$ cat config.mk
export PLATFORM = sky130hd
export DESIGN_NAME = pi_sequencer
export DESIGN_NICKNAME = d
export VERILOG_FILES = /design/src/rtl/pi_sequencer.sv
export SDC_FILE = /design/constraint.sdc
export NUM_CORES = 1
export LEC_CHECK = 0
export BUFFER_PORTS_ARGS = -buffer_cell sky130_fd_sc_hd__buf_4
export CAP_MARGIN = 20
export CORE_MARGIN = 2
export CORE_UTILIZATION = 45
export CTS_CLUSTER_SIZE = 40
export DETAILED_ROUTE_END_ITERATION = 12
export PLACE_DENSITY = 0.76
export SETUP_SLACK_MARGIN = 0.05
export SYNTH_ARGS = -nofsm -noshare
export SYNTH_HDL_FRONTEND = slang
export SYNTH_SLANG_ARGS = --single-unit
$ cat constraint.sdc
create_clock -name clk -period 3.6 [get_ports clk]
set_input_delay 0.36 -clock clk [delete_from_list [all_inputs] [get_ports clk]]
set_output_delay 0.36 -clock clk [all_outputs]
set_load 0.005 [all_outputs]
$ cat src/rtl/pi_sequencer.sv
// pi_sequencer: control FSM sequencing the 5x5 lane-permutation datapath from start to done.
// Optional watchdog abort enabled by defining PI_SEQ_WDOG_EN.
module pi_sequencer #(
    parameter int MAX_ITER = 24,
    parameter int ITER_W   = 5
) (
    input  logic              clk,
    input  logic              rst,
    input  logic              start,
    input  logic              sign,
    input  logic              dp_done,
    output logic              IJen,
    output logic              IJregen,
    output logic              initLine,
    output logic              read,
    output logic              write,
    output logic              writeVal,
    output logic              writeMemReg,
    output logic              ldTillPositive,
    output logic              waitCalNexti,
    output logic              update,
    output logic              firstread,
    output logic              ok,
    output logic              busy,
    output logic              finish,
    output logic [ITER_W-1:0] iter,
    output logic              err
);
    typedef enum logic [3:0] {IDLE, INIT, SETIJ, RD, CALC, NORM, UPD, WR, FIN} state_t;
    state_t state, state_nxt;
    logic wdog;
`ifdef PI_SEQ_WDOG_EN
    logic [ITER_W:0] iter_inc;
    assign iter_inc = {1'b0, iter} + 1'b1;
    assign wdog = (state == WR) && !dp_done && (iter_inc >= (ITER_W+1)'(MAX_ITER));
    always_ff @(posedge clk) begin
        if (rst)
            err <= 1'b0;
        else if (state == IDLE && start)
            err <= 1'b0;
        else if (wdog)
            err <= 1'b1;
    end
`else
    assign wdog = 1'b0;
    assign err  = 1'b0;
`endif
    always_ff @(posedge clk) begin
        if (rst)
            state <= IDLE;
        else
            state <= state_nxt;
    end
    always_ff @(posedge clk) begin
        if (rst)
            iter <= '0;
        else if (state == SETIJ)
            iter <= '0;
        else if (state == WR && !(&iter))
            iter <= iter + 1'b1;
    end
    // dp_done is only meaningful after a write; it is also true right after SETIJ.
    always_comb begin
        state_nxt = state;
        case (state)
            IDLE:       state_nxt = start ? INIT : IDLE;
            INIT:       state_nxt = SETIJ;
            SETIJ:      state_nxt = RD;
            RD:         state_nxt = CALC;
            CALC, NORM: state_nxt = sign ? NORM : UPD;
            UPD:        state_nxt = WR;
            WR:         state_nxt = (dp_done || wdog) ? FIN : RD;
            FIN:        state_nxt = IDLE;
            default:    state_nxt = IDLE;
        endcase
    end
    assign initLine       = state == INIT;
    assign IJen           = state == SETIJ;
    assign IJregen        = state == SETIJ || state == UPD;
    assign read           = state == RD;
    assign writeVal       = state == RD;
    assign writeMemReg    = state == RD;
    assign firstread      = state == RD && iter == '0;
    assign ldTillPositive = state == CALC || state == NORM;
    assign waitCalNexti   = state == NORM;
    assign update         = state == UPD;
    assign write          = state == WR;
    assign ok             = state == FIN;
    assign finish         = state == FIN;
    assign busy           = state != IDLE;
endmodule

After elaboration in Yosys (flattened, before gate mapping):

Index checks and enable logic that the tools add are counted.

* reduce and logical (&&, ||, !) cells: 11
* mux-type cells: 4
* equal/unequal tests: 8
* add/sub/neg operators: 1

Operator list (count)
* $pmux W4 S7: 1
* $eq A4 B3 Y1 const B: 4
* $eq A4 B2 Y1 const B: 2
* $add A5 B1 Y5 const B: 1
* $logic_not A5 Y1: 1
* $reduce_and A5 Y1: 1
* $eq A4 B1 Y1 const B: 1
* $eq A4 B4 Y1 const B: 1
* $logic_not A4 Y1: 1
* $mux W4: 1
* $reduce_bool A4 Y1: 1
* $reduce_or A2 Y1: 2
* $logic_and A1 B1 Y1: 2
* $logic_or A1 B1 Y1: 2
* $mux W2: 1
* $logic_not A1 Y1: 1
* $mux W1: 1

* output and inout port bits: 20
* logic and storage cells: 26
* register bits after elaboration: 9

Longest topological paths before layout:

* depth after elaboration: 3
* depth in mapped cells: 6

Worst setup path after synthesis:

OpenSTA, ideal clock, no wires.

* path type: register to register
* start point: register iter[0]
* end point: register iter[3]
* arrival: 1.570 ns
* slack: 1.964 ns
* buffers on the path: 0
* setup time: 0.066 ns
* data required time: 3.534 ns
* clock period less this slack: 1.636 ns
* stages on the path, launching flop included: 6
* cells stage by stage: dfxtp_1 > ha_1 > and3_1 > ha_1 > or4_4 > a21oi_2

* word-level cells in the longest chain between the ends: 3
* elaborated cells on any way between the ends: 4
* those cells by class: add/sub (1); reduce/logical (3)

Ends and longest elaborated chain
* start, declared: RTL line 26 `output logic [ITER_W-1:0] iter,`
* start signal, assigned: RTL line 60 `iter <= iter + 1'b1;`
* parallel branches: the longest is 3 deep, another holds $add A5 B1 Y5

Several ways; the timed one is not identified.
A chain may end at the register's enable or synchronous reset.

Worst setup path after layout:

* start point: register state[1]
* end point: output firstread

* word-level cells in the longest chain between the ends: 2

Ends and longest elaborated chain
* start, declared: RTL line 30 `state_t state, state_nxt;`
* start signal, assigned: RTL line 52 `state <= state_nxt;`
* $eq A4 B2 Y1: RTL line 83 `assign firstread = state == RD && iter == '0;`
* $logic_and A1 B1 Y1: RTL line 83
* end, declared: RTL line 22 `output logic firstread,`

Every way passes these cells.

==> flow_summary.ini <==
[outcome]
outcome = complete, no violations

[yosys]
avgSynthCellArea_sq_um = 8.18
synth_seq_cells = 9
yosysTopAreaCell = dfxtp_1
synth_cells = 73
syn_area_sq_um = 597
ys.flop_type = dfxtp_1
synthTopCellsByArea = dfxtp_1, ha_1, buf_4
synth.net_count = 81
synth-edff-count = 0
synth_cell_types = 31
ys_seq_area_share_pct = 30.2
yosysWarnings = 0
async_flop_share_pct = 0
synth_top_cell_area_share_pct = 30.2

[placed_design]
port-buffer-count = 23
dp_cells = 103
gp_routability_congestion = 0.748
hpwlAfterDp_microns = 918

[die]
ios = 25
die_y_microns = 40.4
design.core.area_sq_um = 1270
dieArea_sq_um = 1630
die_w_microns = 40.4
rows = 13
start_util_pct = 47.0

[setup_path]
cp_cell_sequence = nand2_1 -> nor3_1 -> and4b_1 -> buf_4
start_kind = flop
worstSetupPathType = reg -> out
cpPeakStageDelay_ps = 540
worst_path_dominant_cell_family = simple AND/OR/NAND/NOR gates
critPathSlowestCell = dfxtp_1
cp_data_arrival_time_ps = 1690
worstPathRequired_ps = 3240
path_buf_inv = 1
end_kind = output pin
cp_max_fo = 11

[clock_tree]
clock-root-buffer = clkbuf_4
numClockSinks = 9
numCtsBuffers = 3
cts_tree = yes
cts.hold.buffers_added = 0
clkSlewWorstSetupHoldPaths_ps = 60
ctsResizeCount = 0
htree_levels = 1
post_cts_buffers = 0
cts_buffer_depth = 2
clock_latency_ps = 250

[sta]
finalHoldViolCount = 0
fin_tns_setup_ps = 0
rsz0062_at_grt = false
fin_crit_ps = 2050
period_share_pct = 57.0
maxSlewViolCount = 0
finClkSkew_ps = 4.58
setup-violations-final = 0
fmax_mhz = 487

[layout]
nNetsFinal = 101
layout_common_cells = buf_4, dfxtp_1, nor2_1
final_common_cell = buf_4
layout.cells.non_filler = 107
diodes = 0
post-route-util_pct = 59.9
synthToLayoutAreaGrowth_pct = 27.3
drive_gt1_share_pct = 34.8

[drt]
via_count = 543
drt-pass1-iter-count = 2
wire_per_inst_microns = 11.0
drtIter0Drc = 8
drc = 0
ant_nets = 0
wl_microns = 1180
vias_per_cell = 5.07

[global_route]
grt_pass1_vias = 414
grt_max_degree = 14
antenna_found_initial = 0
grt_pass1_wl_microns = 1860
grt-ovfl-total = 0
grt_usage_pct = 17.8

[power_and_ir_drop]
peakVddDrop_uv = 302
switching_share_pct = 25.7
finalPower_uw = 232
power_frac_comb_pct = 18.7
p_leak_uw = 0.000361
netSwitchingPower_uw = 59.5
seqPwrFrac_pct = 49.4
pwr-share-clk_pct = 31.9
internal_power_uw = 172
powerDensity_nw_per_um2 = 305

[min_path]
min_path_type = in -> reg

[run]
max_cap_violations = 0
final cells by class:
type                       instances  area, sq um
inverter                           4         15.0
tap                               15         18.8
sequential                         9          180
fill                             124          509
multi-input combinational         52          347
timing repair buffer              23          173
clock buffer                       4         26.3
state kept, by name (all words and copies together), names as in the netlist:
signal	cells
iter	5
state	4
stage by stage:
stage	hold slack (ps)	instance area (sq um)	setup WS, ps
2_1_floorplan	436	597	1960
4_1_cts	286	759	1550
5_1_grt	284	759	1410
3_3_place_gp	511	733	1850
6_report	293	759	1550
3_5_place_dp	531	733	1840
power groups by stage:
stage          clock network [uW]  registers [uW]  logic (uW)
2_1_floorplan                   0             108        33.1
3_3_place_gp                    0             116        43.4
3_5_place_dp                    0             116        43.8
4_1_cts                      78.6             114        43.9
5_1_grt                      84.5             116        48.5
6_report                     73.9             114        43.3
cell families after synthesis:
kind of cell / share of synthesized area [%]
other cells: 0.628
compound gates: 14.3
simple gates: 33.5
buf+inv: 11.7
flops: 30.2
fa+ha+maj: 6.29
xor+xnor: 1.47
mux: 1.89
routing by layer:
metal / routed length (microns) / part of all wire [%] / track usage, %
met2: 556 / 47 / 22.6
met5: 0 / 0 / 0
met4: 13 / 1.1 / 7.50
met1: 558 / 47 / 23.8
met3: 48 / 4.1 / 10.0
path summary, 6_finish.rpt:
path	start	end	slack, ps	cells after the start
worst min register to register	iter[2]	iter[2]	530	2
worst max-delay path	state[1]	firstread	1550	4
worst min-delay path	rst	state[2]	290	2
worst max register to register	iter[0]	iter[3]	1900	5
cell usage after synthesis (all sizes together) (3+ instances only):
library cell	number
a21oi	6
buf	7
dfxtp	9
ha	3
inv	4
nand2b	4
nand3	4
nor2	8
nor3	3
o21ai	5
(Power assumes the default switching activity.)
